**src/rtl/bram_stream_reader.sv**
```systemverilog
// Streams cmd_len bytes of BRAM words from cmd_addr (wrapping at DATA_DEPTH) out over AXI-Stream.
// Optional tkeep output is enabled by defining BRAM_READER_TKEEP_EN.
module bram_stream_reader #(
    parameter int DATA_WIDTH   = 64,
    parameter int DATA_DEPTH   = 2048,
    parameter int BRAM_LATENCY = 2,
    parameter int LEN_WIDTH    = 16,
    parameter int ADDR_WIDTH   = $clog2(DATA_DEPTH)
) (
    input  logic                    clk,
    input  logic                    rst,
    input  logic                    cmd_valid,
    output logic                    cmd_ready,
    input  logic [ADDR_WIDTH-1:0]   cmd_addr,
    input  logic [LEN_WIDTH-1:0]    cmd_len,
    output logic                    bram_en,
    output logic [ADDR_WIDTH-1:0]   bram_addr,
    input  logic [DATA_WIDTH-1:0]   bram_dout,
    output logic [DATA_WIDTH-1:0]   m_axis_tdata,
    output logic                    m_axis_tvalid,
    input  logic                    m_axis_tready,
    output logic                    m_axis_tlast,
`ifdef BRAM_READER_TKEEP_EN
    output logic [DATA_WIDTH/8-1:0] m_axis_tkeep,
`endif
    output logic                    busy
);
    localparam int BYTES       = DATA_WIDTH / 8;
    localparam int STORE_DEPTH = BRAM_LATENCY + 2;
    // The output register is the first storage slot; the skid buffer holds the rest.
    localparam int SKID_DEPTH  = STORE_DEPTH - 1;
    localparam int PTR_W       = $clog2(SKID_DEPTH);
    localparam int SKID_CW     = $clog2(SKID_DEPTH + 1);
    localparam int CNT_W       = $clog2(2 * STORE_DEPTH + 2);

    typedef enum logic [1:0] {ST_IDLE = 2'd0, ST_READ = 2'd1, ST_DRAIN = 2'd2} state_t;

    state_t                    state_r;
    logic                      cmd_ready_r, busy_r, bram_en_r, bram_last_r;
    logic [ADDR_WIDTH-1:0]     bram_addr_r, next_addr_r;
    logic [LEN_WIDTH:0]        reads_left_r, beats_s;
    logic [BRAM_LATENCY-1:0]   tag_valid_r, tag_last_r;
    logic [DATA_WIDTH-1:0]     skid_data_r [SKID_DEPTH];
    logic                      skid_last_r [SKID_DEPTH];
    logic [PTR_W-1:0]          wr_ptr_r, rd_ptr_r;
    logic [SKID_CW-1:0]        skid_cnt_r;
    logic                      out_valid_r, out_last_r;
    logic [DATA_WIDTH-1:0]     out_data_r;
    logic                      pop_s, cap_s, out_free_s, skid_pop_s, skid_push_s, load_cap_s, space_s;
    logic [CNT_W-1:0]          inflight_s, occ_s;
`ifdef BRAM_READER_TKEEP_EN
    logic [LEN_WIDTH-1:0]      rem_s;
    logic [BYTES-1:0]          keep_s, last_keep_r, out_keep_r;
`endif

    function automatic logic [ADDR_WIDTH-1:0] addr_inc_f(input logic [ADDR_WIDTH-1:0] a);
        if (a == ADDR_WIDTH'(DATA_DEPTH - 1)) addr_inc_f = {ADDR_WIDTH{1'b0}};
        else                                  addr_inc_f = a + ADDR_WIDTH'(1);
    endfunction

    function automatic logic [PTR_W-1:0] ptr_inc_f(input logic [PTR_W-1:0] p);
        if (p == PTR_W'(SKID_DEPTH - 1)) ptr_inc_f = {PTR_W{1'b0}};
        else                             ptr_inc_f = p + PTR_W'(1);
    endfunction

    // Beat count, storage routing and the read-credit decision.
    always_comb begin
        beats_s     = ({1'b0, cmd_len} + (LEN_WIDTH+1)'(BYTES - 1)) / (LEN_WIDTH+1)'(BYTES);
        pop_s       = out_valid_r & m_axis_tready;
        cap_s       = tag_valid_r[BRAM_LATENCY-1];
        out_free_s  = ~out_valid_r | pop_s;
        skid_pop_s  = out_free_s & (skid_cnt_r != SKID_CW'(0));
        load_cap_s  = out_free_s & (skid_cnt_r == SKID_CW'(0)) & cap_s;
        skid_push_s = cap_s & ~load_cap_s;
        inflight_s  = CNT_W'(bram_en_r);
        for (int i = 0; i < BRAM_LATENCY; i++) begin
            inflight_s = inflight_s + CNT_W'(tag_valid_r[i]);
        end
        occ_s   = CNT_W'(skid_cnt_r) + CNT_W'(out_valid_r);
        // The word leaving the output register this cycle frees its slot.
        space_s = (occ_s + inflight_s - CNT_W'(pop_s)) < CNT_W'(STORE_DEPTH);
    end

`ifdef BRAM_READER_TKEEP_EN
    // Byte enables for the final beat of the command being accepted.
    always_comb begin
        rem_s = cmd_len % LEN_WIDTH'(BYTES);
        for (int b = 0; b < BYTES; b++) begin
            keep_s[b] = (rem_s == LEN_WIDTH'(0)) || (LEN_WIDTH'(b) < rem_s);
        end
    end
`endif

    // Command FSM and BRAM read issue.
    always_ff @(posedge clk) begin
        if (rst) begin
            state_r      <= ST_IDLE;
            cmd_ready_r  <= 1'b1;
            busy_r       <= 1'b0;
            bram_en_r    <= 1'b0;
            bram_last_r  <= 1'b0;
            bram_addr_r  <= {ADDR_WIDTH{1'b0}};
            next_addr_r  <= {ADDR_WIDTH{1'b0}};
            reads_left_r <= {(LEN_WIDTH+1){1'b0}};
`ifdef BRAM_READER_TKEEP_EN
            last_keep_r  <= {BYTES{1'b0}};
`endif
        end else begin
            case (state_r)
                ST_IDLE: begin
                    bram_en_r   <= 1'b0;
                    bram_last_r <= 1'b0;
                    if (cmd_valid && cmd_ready_r && (beats_s != (LEN_WIDTH+1)'(0))) begin
                        state_r      <= ST_READ;
                        cmd_ready_r  <= 1'b0;
                        busy_r       <= 1'b1;
                        bram_en_r    <= 1'b1;
                        bram_addr_r  <= cmd_addr;
                        bram_last_r  <= (beats_s == (LEN_WIDTH+1)'(1));
                        next_addr_r  <= addr_inc_f(cmd_addr);
                        reads_left_r <= beats_s - (LEN_WIDTH+1)'(1);
`ifdef BRAM_READER_TKEEP_EN
                        last_keep_r  <= keep_s;
`endif
                    end
                end
                ST_READ: begin
                    if (reads_left_r == (LEN_WIDTH+1)'(0)) begin
                        state_r     <= ST_DRAIN;
                        bram_en_r   <= 1'b0;
                        bram_last_r <= 1'b0;
                    end else if (space_s) begin
                        bram_en_r    <= 1'b1;
                        bram_addr_r  <= next_addr_r;
                        bram_last_r  <= (reads_left_r == (LEN_WIDTH+1)'(1));
                        next_addr_r  <= addr_inc_f(next_addr_r);
                        reads_left_r <= reads_left_r - (LEN_WIDTH+1)'(1);
                    end else begin
                        bram_en_r   <= 1'b0;
                        bram_last_r <= 1'b0;
                    end
                end
                ST_DRAIN: begin
                    bram_en_r   <= 1'b0;
                    bram_last_r <= 1'b0;
                    if ((occ_s == CNT_W'(0)) && (inflight_s == CNT_W'(0))) begin
                        state_r     <= ST_IDLE;
                        cmd_ready_r <= 1'b1;
                        busy_r      <= 1'b0;
                    end
                end
                default: begin
                    state_r     <= ST_IDLE;
                    cmd_ready_r <= 1'b1;
                    busy_r      <= 1'b0;
                    bram_en_r   <= 1'b0;
                    bram_last_r <= 1'b0;
                end
            endcase
        end
    end

    // In-flight tags, skid buffer and AXI-Stream output register.
    always_ff @(posedge clk) begin
        if (rst) begin
            tag_valid_r <= {BRAM_LATENCY{1'b0}};
            tag_last_r  <= {BRAM_LATENCY{1'b0}};
            wr_ptr_r    <= {PTR_W{1'b0}};
            rd_ptr_r    <= {PTR_W{1'b0}};
            skid_cnt_r  <= {SKID_CW{1'b0}};
            out_valid_r <= 1'b0;
            out_last_r  <= 1'b0;
            out_data_r  <= {DATA_WIDTH{1'b0}};
`ifdef BRAM_READER_TKEEP_EN
            out_keep_r  <= {BYTES{1'b0}};
`endif
        end else begin
            tag_valid_r[0] <= bram_en_r;
            tag_last_r[0]  <= bram_last_r;
            for (int i = 1; i < BRAM_LATENCY; i++) begin
                tag_valid_r[i] <= tag_valid_r[i-1];
                tag_last_r[i]  <= tag_last_r[i-1];
            end
            if (skid_push_s) begin
                skid_data_r[wr_ptr_r] <= bram_dout;
                skid_last_r[wr_ptr_r] <= tag_last_r[BRAM_LATENCY-1];
                wr_ptr_r              <= ptr_inc_f(wr_ptr_r);
            end
            if (skid_pop_s) begin
                rd_ptr_r <= ptr_inc_f(rd_ptr_r);
            end
            case ({skid_push_s, skid_pop_s})
                2'b10:   skid_cnt_r <= skid_cnt_r + SKID_CW'(1);
                2'b01:   skid_cnt_r <= skid_cnt_r - SKID_CW'(1);
                default: skid_cnt_r <= skid_cnt_r;
            endcase
            if (skid_pop_s) begin
                out_valid_r <= 1'b1;
                out_data_r  <= skid_data_r[rd_ptr_r];
                out_last_r  <= skid_last_r[rd_ptr_r];
`ifdef BRAM_READER_TKEEP_EN
                out_keep_r  <= skid_last_r[rd_ptr_r] ? last_keep_r : {BYTES{1'b1}};
`endif
            end else if (load_cap_s) begin
                out_valid_r <= 1'b1;
                out_data_r  <= bram_dout;
                out_last_r  <= tag_last_r[BRAM_LATENCY-1];
`ifdef BRAM_READER_TKEEP_EN
                out_keep_r  <= tag_last_r[BRAM_LATENCY-1] ? last_keep_r : {BYTES{1'b1}};
`endif
            end else if (pop_s) begin
                out_valid_r <= 1'b0;
            end
        end
    end

    assign cmd_ready     = cmd_ready_r;
    assign busy          = busy_r;
    assign bram_en       = bram_en_r;
    assign bram_addr     = bram_addr_r;
    assign m_axis_tvalid = out_valid_r;
    assign m_axis_tdata  = out_data_r;
    assign m_axis_tlast  = out_last_r;
`ifdef BRAM_READER_TKEEP_EN
    assign m_axis_tkeep  = out_keep_r;
`endif

endmodule

```
**config.mk**
```make
export PLATFORM = sky130hd
export DESIGN_NAME = bram_stream_reader
export DESIGN_NICKNAME = d
export VERILOG_FILES = /design/src/rtl/bram_stream_reader.sv
export SDC_FILE = /design/constraint.sdc
export NUM_CORES = 1
export LEC_CHECK = 0
export ABC_AREA = 1
export ABC_CLOCK_PERIOD_IN_PS = 8000
export CORE_ASPECT_RATIO = 1.75
export CORE_MARGIN = 1.5
export CORE_UTILIZATION = 58
export CTS_BUF_LIST = sky130_fd_sc_hd__clkbuf_4 sky130_fd_sc_hd__clkbuf_8
export DETAILED_ROUTE_END_ITERATION = 16
export PLACE_DENSITY = 0.9
export SLEW_MARGIN = 10
export SYNTH_ARGS = -nofsm -noshare
export SYNTH_HDL_FRONTEND = slang
export SYNTH_SLANG_ARGS = --single-unit
export TNS_END_PERCENT = 10
```
**constraint.sdc**
```tcl
create_clock -name clk -period 8 [get_ports clk]
set_clock_uncertainty 0.05 [all_clocks]
set_input_delay 2 -clock clk [delete_from_list [all_inputs] [get_ports clk]]
set_output_delay 2 -clock clk [all_outputs]
set_load 0.005 [all_outputs]
```
==> out/qor.csv <==
stage;metric;value;unit
run_status;status;completed;
critical_path;crit_chain;clkdlybuf4s50_1 > nor2_1 > nor3_1 > nor2_1 > nand2_1 > nor2_4 > buf_4;
cells_and_area;stdcell_count;2022;
cells_and_area;syn2layout_area_growth;20.0;%
hold_path;hp-class;reg -> reg;
critical_path;path_max_fanout;35;
cells_and_area;fill_cells;1681;
placement;placed_cells;1938;
critical_path;worstPathRequired;8160;ps
synth;synth_edf_count;195;
grt;grt_pass1_wl;55500;um
sta;period_minus_slack;4460;ps
critical_path;crit_type;in -> reg;
power_and_ir_drop;static-leakage-power;6.40;nW
floorplanning;dieArea;0.0253;mm2
critical_path;critPathMostFrequentCell;nor2_1;
cells_and_area;drive_above_1_share;0.0713;
floorplanning;row_count;75;
cells_and_area;fin_util;0.707;
routing;dr.pass1.iters;6;
cells_and_area;nets;1786;
floorplanning;start_util;0.589;
routing;routed_wl;35100;um
clock_tree;htree_levels;2;
sta;slew_headroom;0.194;
power_and_ir_drop;power.total;0.00530;W
clock_tree;cts_resized;0;
flow_run;cap_violations;0;
cells_and_area;seqCellArea;0.00832;mm2
synth;synth.net_count;1638;
synth;ys_ff_latch;318;
clock_tree;clkLatencyLatePin;570;ps
power_and_ir_drop;p_per_area;313;mW/mm2
clock_tree;cts_buffers;44;
grt;grt_max_degree;131;
sta;rsz0062_at_grt;no;
grt;antenna_found_initial;1;
grt;grt_use_total;0.275;
hold_path;min_path_cells;2;
grt;gr-total-overflow;0;
routing;avgViaCountPerCell;5.79;
routing;antenna_left;0;
placement;gp_congestion;0.909;
clock_tree;path_clk_slew;60;ps
sta;period_share;0.557;
critical_path;slowest_stage;nor2_4;
routing;drt_iter0_drc;912;
floorplanning;die_y;209;um
grt;grt_pass1_vias;11800;
synth;yosysWarnings;0;
clock_tree;cts-root-buf;clkbuf_8;
routing;wl_per_cell;17.3;um
critical_path;critPathMaxStageDelay;780;ps
cells_and_area;multi_input_area;0.00487;mm2
critical_path;cp-start-kind;primary input;
clock_tree;cts_setup_buffers;0;
synth;synth_top_area_frac;0.415;
sta;finalSetupViolCount;0;
synth;synth_ff_type;edfxtp_1;
critical_path;critPathArrivalTime;4620;ps
placement;port_buffers;174;
synth;avgSynthCellArea;9.23;um2
power_and_ir_drop;ir_drop;0.000232;V
sta;tns;0;ps
clock_tree;hold_buffers;0;
clock_tree;cts_tree;done;
floorplanning;core-area;0.0239;mm2
critical_path;r2r_cells;13;
synth;ys_seq_area_frac;0.590;
synth;syn_inst;1528;
sta;worstMarginPinSlew;1210;ps
routing;drc;0;
synth;yosys.area.top_type;edfxtp_1;
floorplanning;io_pins;175;
synth;synth_area_leaders;edfxtp_1 42%, dfxtp_1 17%, o21ai_0 7.0%;
synth;yosysUniqueCellTypes;44;
clock_tree;clk_path_buf_depth;3;
synth;synth-async-reset-ratio;0;
routing;dr_total_vias;11700;
floorplanning;dieWidth;121;um
critical_path;critPathCaptureType;flop;
placement;dp_hpwl;22200;um
sta;slew_violations;0;
clock_tree;clock-sinks;318;
synth;syn_area;0.0141;mm2
sta;fmax;224;MHz
sta;hold_viol;0;
critical path, delay by kind of cell:
family                 cells  cell delay [ps]
and+or+nand+nor            5             1590
buffers and inverters      2              980
state kept, by name, indices dropped and copies added (netlist names), 2 cells and up, named ones only:
| signal | count |
|---|---|
| skid_cnt_r | 2 |
| rd_ptr_r | 2 |
| bram_addr | 11 |
| m_axis_tdata | 64 |
| state_r | 2 |
| skid_data_r | 192 |
| skid_last_r | 3 |
| reads_left_r | 17 |
| next_addr_r | 11 |
| tag_last_r | 2 |
| wr_ptr_r | 2 |
| tag_valid_r | 2 |
power by group:
part	internal [W]	total [W]	switching (W)
Clock	0.000659	0.00128	0.000624
Sequential	0.00196	0.00213	0.000173
Combinational	0.000706	0.00188	0.00118
cell type report:
class                           count  area share
Clock inverter                     25     0.00924
Tap cell                          308      0.0228
Inverter                          158      0.0353
Multi-Input combinational cell    968       0.288
Clock buffer                       57      0.0445
Timing Repair Buffer              186       0.108
Sequential cell                   318       0.492
Antenna cell                        2    0.000296
cell families (layout without fill, tap and decap cells):
kind of cell / count (synthesis) / count (layout) / synth area share
AO/OA/AOI/OAI: 433 / 433 / 0.168
XOR/XNOR: 15 / 15 / 0.00931
adder cells (fa/ha/maj): 15 / 15 / 0.0138
buffers and inverters: 242 / 426 / 0.0676
flip-flops: 318 / 318 / 0.590
multiplexers: 1 / 1 / 0.000710
other: 0 / 2 / 0
AND/OR/NAND/NOR: 504 / 504 / 0.150
synthesized netlist by cell type, types with 6 or more instances:
library cell  instances
nand2_2               7
a211oi_1             66
a31oi_1               7
a21oi_1             148
dfxtp_1             123
clkbuf_1             71
xor2_1                9
nor2_1              259
nand4_1               9
xnor2_1               6
inv_1               154
o21ai_0             197
o22ai_1               7
nor3_1               12
nand3_1              44
edfxtp_1            195
nand2_1             149
ha_1                 14
path summary, 6_finish.rpt:
path / start / to / slack, ps
max: m_axis_tready / skid_data_r[1][25] / 3540
min: bram_last_r / tag_last_r[0] / 370
max reg2reg: skid_cnt_r[0] / bram_addr[4] / 4630
min reg2reg: bram_last_r / tag_last_r[0] / 370
routing by layer:
layer  vias up  wire (um)  track usage
li1       5527          -            -
met1      5467      12300        0.289
met2       554      18300        0.500
met3       169       2160       0.0424
met4         0       2300        0.183
met5         -          0            0
cell usage in the layout (no fill, tap or decap), types with 2 or more instances in the layout:
master and instances:
nor2_2 2, nor2_1 256, inv_6 2, nor2_4 7, nand3_1 44, o21ai_0 197, nor3_1 11, xnor2_1 6
clkinv_1 8, o22ai_1 7, inv_1 150, clkdlybuf4s50_1 174, clkbuf_4 5, nand3b_1 2, a21oi_1 147, inv_2 6
xor2_1 9, nand3_2 5, clkbuf_8 52, edfxtp_1 195, a31oi_1 7, nor4_1 5, buf_4 12, nand2_1 149
nand2_2 7, dfxtp_1 122, ha_1 14, nand4_1 9, nor3b_1 2, or2_2 2, a211oi_1 66, diode_2 2
clkinv_2 13
metrics by stage:
step / instance area, um2 / worst slack [ps] / hold WS [ps]
after global placement: 16000 / 2980 / 353
after detailed placement: 16000 / 2950 / 357
after CTS: 16900 / 3550 / 366
final: 16900 / 3540 / 366
after floorplan: 14100 / 487 / 338
after global routing: 16900 / 3320 / 391
(Power assumes the default switching activity.)
